### src/rtl/add_sub_bist.sv
`default_nettype none
// ============================================================================
// Module      : add_sub_bist
// Description : Built-in self-test sequencer for the add_sub sign-magnitude
//               adder/subtractor. Sweeps all 128 {selection,num1,num2}
//               vectors, compares result/zeroflag against a golden model and
//               counts passes and failures.
//               Optional first-failure capture: ADD_SUB_BIST_FAIL_CAPTURE_EN
// Revision    : 1.0 - initial release
// ============================================================================
module add_sub_bist #(
  parameter int SETTLE = 1            // DUT settle cycles per vector, 1..15
) (
  input  logic       clk,
  input  logic       reset,
  input  logic       start,
  output logic [2:0] num1,
  output logic [2:0] num2,
  output logic       selection,
  input  logic [4:0] result,
  input  logic       zeroflag,
  output logic       busy,
  output logic       done,
  output logic [7:0] pass_count,
  output logic [7:0] fail_count,
  output logic [6:0] fail_vector,
  output logic [5:0] fail_result
);

  localparam logic [3:0] c_settle   = 4'(SETTLE);
  localparam logic [6:0] c_last_idx = 7'd127;

  typedef enum logic [1:0] {
    S_IDLE  = 2'd0,
    S_APPLY = 2'd1,
    S_CHECK = 2'd2,
    S_DONE  = 2'd3
  } state_t;

  state_t     r_state;
  state_t     w_state_nxt;
  logic [6:0] r_idx;
  logic [3:0] r_settle;
  logic [7:0] r_pass;
  logic [7:0] r_fail;

  logic       w_start_ok;
  logic [3:0] w_a;
  logic [3:0] w_b;
  logic [3:0] w_v;
  logic [3:0] w_mag;
  logic [4:0] w_exp_result;
  logic       w_exp_zf;
  logic       w_match;

  // Start is only honoured when no sweep is in flight.
  assign w_start_ok = start && ((r_state == S_IDLE) || (r_state == S_DONE));

  // Golden model: sign-magnitude operands to 4-bit two's complement, then
  // back to sign-magnitude; a zero result always carries sign 0.
  assign w_a          = r_idx[5] ? (4'd0 - {2'b00, r_idx[4:3]}) : {2'b00, r_idx[4:3]};
  assign w_b          = r_idx[2] ? (4'd0 - {2'b00, r_idx[1:0]}) : {2'b00, r_idx[1:0]};
  assign w_v          = r_idx[6] ? (w_a - w_b) : (w_a + w_b);
  assign w_mag        = w_v[3] ? (4'd0 - w_v) : w_v;
  assign w_exp_result = {w_v[3], w_mag};
  assign w_exp_zf     = (w_mag == 4'd0);
  assign w_match      = (result == w_exp_result) && (zeroflag == w_exp_zf);

  // State register.
  always_ff @(posedge clk) begin
    if (reset) r_state <= S_IDLE;
    else       r_state <= w_state_nxt;
  end

  // Next-state logic: APPLY lasts SETTLE cycles, CHECK one cycle per vector.
  always_comb begin
    w_state_nxt = r_state;
    unique case (r_state)
      S_IDLE, S_DONE: if (start) w_state_nxt = S_APPLY;
      S_APPLY:        if (r_settle == 4'd1) w_state_nxt = S_CHECK;
      S_CHECK:        w_state_nxt = (r_idx == c_last_idx) ? S_DONE : S_APPLY;
      default:        w_state_nxt = S_IDLE;
    endcase
  end

  // Vector index, settle counter and pass/fail counters.
  always_ff @(posedge clk) begin
    if (reset) begin
      r_idx    <= 7'd0;
      r_settle <= 4'd0;
      r_pass   <= 8'd0;
      r_fail   <= 8'd0;
    end else if (w_start_ok) begin
      r_idx    <= 7'd0;
      r_settle <= c_settle;
      r_pass   <= 8'd0;
      r_fail   <= 8'd0;
    end else if (r_state == S_APPLY) begin
      r_settle <= r_settle - 4'd1;
    end else if (r_state == S_CHECK) begin
      if (w_match) r_pass <= r_pass + 8'd1;
      else         r_fail <= r_fail + 8'd1;
      if (r_idx != c_last_idx) begin
        r_idx    <= r_idx + 7'd1;
        r_settle <= c_settle;
      end
    end
  end

  assign selection  = r_idx[6];
  assign num1       = r_idx[5:3];
  assign num2       = r_idx[2:0];
  assign busy       = (r_state == S_APPLY) || (r_state == S_CHECK);
  assign done       = (r_state == S_DONE);
  assign pass_count = r_pass;
  assign fail_count = r_fail;

`ifdef ADD_SUB_BIST_FAIL_CAPTURE_EN
  logic       r_captured;
  logic [6:0] r_fail_vector;
  logic [5:0] r_fail_result;

  // Capture the first mismatching vector and its observed response.
  always_ff @(posedge clk) begin
    if (reset || w_start_ok) begin
      r_captured    <= 1'b0;
      r_fail_vector <= 7'd0;
      r_fail_result <= 6'd0;
    end else if ((r_state == S_CHECK) && !w_match && !r_captured) begin
      r_captured    <= 1'b1;
      r_fail_vector <= r_idx;
      r_fail_result <= {zeroflag, result};
    end
  end

  assign fail_vector = r_fail_vector;
  assign fail_result = r_fail_result;
`else
  assign fail_vector = 7'd0;
  assign fail_result = 6'd0;
`endif

endmodule
`default_nettype wire

### config.mk
export PLATFORM = sky130hd
export DESIGN_NAME = add_sub_bist
export DESIGN_NICKNAME = d
export VERILOG_FILES = /design/src/rtl/add_sub_bist.sv
export SDC_FILE = /design/constraint.sdc
export NUM_CORES = 1
export LEC_CHECK = 0
export ABC_AREA = 1
export ABC_CLOCK_PERIOD_IN_PS = 3150
export BUFFER_PORTS_ARGS = -buffer_cell sky130_fd_sc_hd__buf_4
export CORE_UTILIZATION = 49
export DETAILED_ROUTE_END_ITERATION = 10
export GPL_TIMING_DRIVEN = 0
export HOLD_SLACK_MARGIN = 0.1
export PLACE_DENSITY = 0.76
export SYNTH_ARGS = -nofsm -noshare
export SYNTH_HDL_FRONTEND = slang
export SYNTH_SLANG_ARGS = --single-unit
### constraint.sdc
create_clock -name clk -period 3.15 [get_ports clk]
set_input_delay 0 -clock clk [delete_from_list [all_inputs] [get_ports clk]]
set_output_delay 0 -clock clk [all_outputs]
set_load 0.005 [all_outputs]
==> flow_summary.toml <==
[sta]
crit_path_time_final_ps = 3230
post-route-worst-setup-slack_ps = -76.3
max-slew-margin-rel_pct = 63.0
hold_violations = 0
rsz0062_at_grt = "true"
tightest_slew_ps = 553
slew_violations = 0
report.final.setup_viol = 8
fin_hold_ws_ps = 109
max_freq_mhz = 310
part_of_the_cycle_the_worst_path_needs_pct = 102
timing.clock.skew_ps = 4.16

[routing]
route.detailed.drc = 0
vias = 2051
wl_per_cell_um = 11.7
routed_wirelength_mm = 4.77
drt_pass1_iterations = 4
detail_route.iter0.violations = 70
post_drt_via_cell_ratio = 5.01
final_ant_viol_nets = 0

[synth]
yosysTopAreaCell = "sky130_fd_sc_hd__dfxtp_1"
syn_inst = 298
yosysWarnings = 0
synth_top_area_share_pct = 27.3
postSynth.topFlopCell = "sky130_fd_sc_hd__dfxtp_1"
post_synth_main_area_contributors = "sky130_fd_sc_hd__dfxtp_1 27%, sky130_fd_sc_hd__ha_1 11%, sky130_fd_sc_hd__nand2_1 9.2%"
avgSynthCellArea_um2 = 7.13
netlist_area_um2 = 2120
yosys.cell_types.count = 33
yosys.cell_count.top_type = "sky130_fd_sc_hd__nand2_1"
async_flop_share_pct = 0
synth.yosys.seq_area_share_pct = 27.3
ys_seq_elements = 29
synth_top_cells_by_count = "52 x sky130_fd_sc_hd__nand2_1, 37 x sky130_fd_sc_hd__inv_1, 31 x sky130_fd_sc_hd__nand3_1, 29 x sky130_fd_sc_hd__dfxtp_1, 25 x sky130_fd_sc_hd__a21oi_1"
synth_enable_flop_cells = 0

[critical_path]
critical_path.startpoint_type = "flop"
critPathMaxStageDelay_ps = 480
cp-startpoint = "r_idx[0]"
cp_num_cells = 21
data_arrival_at_the_endpoint_of_the_critical_path_ps = 3370
rr_worst_depth = 21
worst-path-max-fanout = 7
rr_startpoint = "r_idx[0]"
critical-path-top-cell-by-count = "sky130_fd_sc_hd__nand2_2"
critical_path.endpoint = "pass_count[7]"
endpoint_kind = "flop"
crit_buf_inv = 2
reg2reg_capture_point = "pass_count[7]"
crit_slowest_cell = "sky130_fd_sc_hd__fa_1"
reg2reg_setup_slack_ps = -80
worst_path_dominant_cell_family = "adder cells"
critical_path.cell_chain = "inv_4 > ha_4 > nand2_2 > and2_4 > ha_4 > nand2_4 > o21ai_4 > fa_1 > ha_2 > xnor2_1 > nand3_1 > nand2_2 > nor2_4 > nand2_1 > nand2_1 > nand2_2 > nor2_4 > buf_6 > nand3_4 > nand2_2 > a21oi_1"
required_ps = 3290
criticalPathCategory = "flop to flop"

[clocking]
cts_buffer_depth = 2
clock_tree.root_cell = "sky130_fd_sc_hd__clkbuf_8"
tritoncts_num_sinks = 29
htreeDepth = 2
path_clk_slew_ps = 60
tritoncts_buffers = 5
cts_tree = "yes"
clock_insertion_delay_worst_skew_ps = 270

[status]
run_status = "complete, but fails checks"
violations = "negative setup slack"

[grt]
gr-total-overflow = 0
groute.usage.overall_pct = 21.6
grt_first_pass_wirelength_mm = 7.48
grt_start_max_net_pins = 11
grt_pass1_vias = 1723
antenna_found_initial = 0

[finish]
final_cell_area_um2 = 2820
layout_cells_sized_above_1_pct = 32.0
nNetsFinal = 387
area.growth.synth_to_final_pct = 32.6
final_cells = 409
fill_cells = 353
antennaDiodeCount = 0

[placed_design]
port-buffer-count = 33
globalplace.congestion = 0.801
placed_cells_incl_taps = 393
preCtsSetupSlack_ps = -351
place_area_um2 = 2490
post_detailed_placement_half_perimeter_wirelength_mm = 3.28

[floorplan]
floorplan.core_area_um2 = 4090
core.rowCount = 23
floorplan.die_area_um2 = 4600
effective_utilization_at_floorplan_pct = 52.0
floorplan.io_pins = 47
floorplan.die.width_um = 67.8
die_h_um = 67.8

[power]
power-per-cell-area_nw_per_um2 = 391
cellInternalPower_w = 0.000714
max-vdd-ir-drop_mv = 0.381
leakagePower_nw = 1.25
combinationalPowerShare_pct = 35.7
fraction_of_power_consumed_by_the_clock_network_pct = 27.9
power.total_w = 0.00110
share_seq_of_total_power_pct = 36.4
netSwitchingPower_w = 0.000386
p_sw_share_pct = 35.1

[run]
drv_cap = 0

[worst_hold_path]
hold_class = "input port to flop"
==> per-stage QoR <==
step / util [%] / TNS (ps)
finish: 68.9 / -499
detailed placement: 60.9 / -4740
CTS: 66.4 / -850
global placement: 60.9 / -3260
global route: 68.9 / -3390
floorplan: - / 0
==> cell usage in the layout, fill, tap and decap left out, types with 3 or more instances in the layout <==
master and count:
sky130_fd_sc_hd__buf_4 52, sky130_fd_sc_hd__clkbuf_8 6, sky130_fd_sc_hd__nand2_1 39, sky130_fd_sc_hd__ha_4 4
sky130_fd_sc_hd__nand2_2 14, sky130_fd_sc_hd__nor2_4 4, sky130_fd_sc_hd__nand3_2 3, sky130_fd_sc_hd__nand4_1 13
sky130_fd_sc_hd__dfxtp_2 3, sky130_fd_sc_hd__xor2_1 6, sky130_fd_sc_hd__dfxtp_1 25, sky130_fd_sc_hd__nor2_1 13
sky130_fd_sc_hd__inv_1 33, sky130_fd_sc_hd__clkbuf_1 5, sky130_fd_sc_hd__a21oi_1 23, sky130_fd_sc_hd__nand3_1 29
sky130_fd_sc_hd__inv_2 7, sky130_fd_sc_hd__ha_1 13, sky130_fd_sc_hd__o21ai_0 9, sky130_fd_sc_hd__xnor2_1 8
sky130_fd_sc_hd__nor3_1 5, sky130_fd_sc_hd__conb_1 13, sky130_fd_sc_hd__nand2_4 5
==> worst min path at each step <==
stage | from | slack, ps | cells past startpoint | to
2_1_floorplan | reset | 70 | 1 | r_settle[0]
3_3_place_gp | reset | 190 | 2 | r_state[1]
3_5_place_dp | reset | 200 | 2 | r_state[1]
4_1_cts | start | 110 | 4 | r_state[1]
5_1_grt | start | 150 | 4 | r_state[1]
6_report | start | 110 | 4 | r_state[1]
==> flip-flops by register name, indices dropped and copies added (netlist names) <==
signal / flops
r_idx: 7
pass_count: 8
r_state: 2
fail_count: 8
r_settle: 4
==> worst reg2reg max path, delay by kind of cell, from the launching register on <==
| kind | cells | cell delay [ps] |
|---|---|---|
| AO/OA/AOI/OAI | 2 | 130 |
| flip-flops | 1 | 360 |
| AND/OR/NAND/NOR | 12 | 1080 |
| adder cells (fa/ha/maj) | 4 | 1210 |
| XOR/XNOR | 1 | 120 |
| buffers and inverters | 2 | 180 |
==> routing by layer <==
metal,up-vias,wire length [um],GRT usage (%)
li1,1071,-,-
met1,927,2050,25.3
met2,45,2480,38.6
met3,8,173,3.83
met4,0,68,8.33
met5,-,0,0
==> power groups by stage <==
stage	logic (W)	registers [W]	clock network, W
detailed placement	0.000341	0.000409	0
global placement	0.000331	0.000408	0
finish	0.000393	0.000400	0.000307
CTS	0.000373	0.000400	0.000312
floorplan	0.000267	0.000405	0
global route	0.000441	0.000403	0.000326
==> area by class of cell <==
cell class / count / area [um2] / share of cell area (%)
multi-input combinational: 221 / 1470 / 52.1
buffer: 18 / 124 / 4.40
sequential: 29 / 588 / 20.9
inverter: 42 / 160 / 5.69
clock buffer: 7 / 86.3 / 3.07
tap: 50 / 62.6 / 2.22
timing repair buffer: 42 / 328 / 11.6
==> cell families (layout without fill, tap and decap cells) <==
family	count (synthesis)	in the layout	share of synthesized area (%)
and+or+nand+nor	134	134	31.6
buffers and inverters	60	109	13.3
AOI/OAI and AO/OA	39	39	9.49
DFF	29	29	27.3
adders and majority gates	19	19	11.6
xor gates and xnor gates	16	16	6.60
other	1	13	0.177
==> timing repair <==
item | 4_1_cts | 5_1_grt
pin swaps | 23 | 20
hold buffers | 1 | 0
setup endpoints to repair | 16 | 16
cloned | 1 | 0
gates resized for setup | 24 | 18
setup buffers | 6 | 1
endpoints found under the hold margin | 3 | 0
Note: power is estimated with default switching activity, not from simulation.
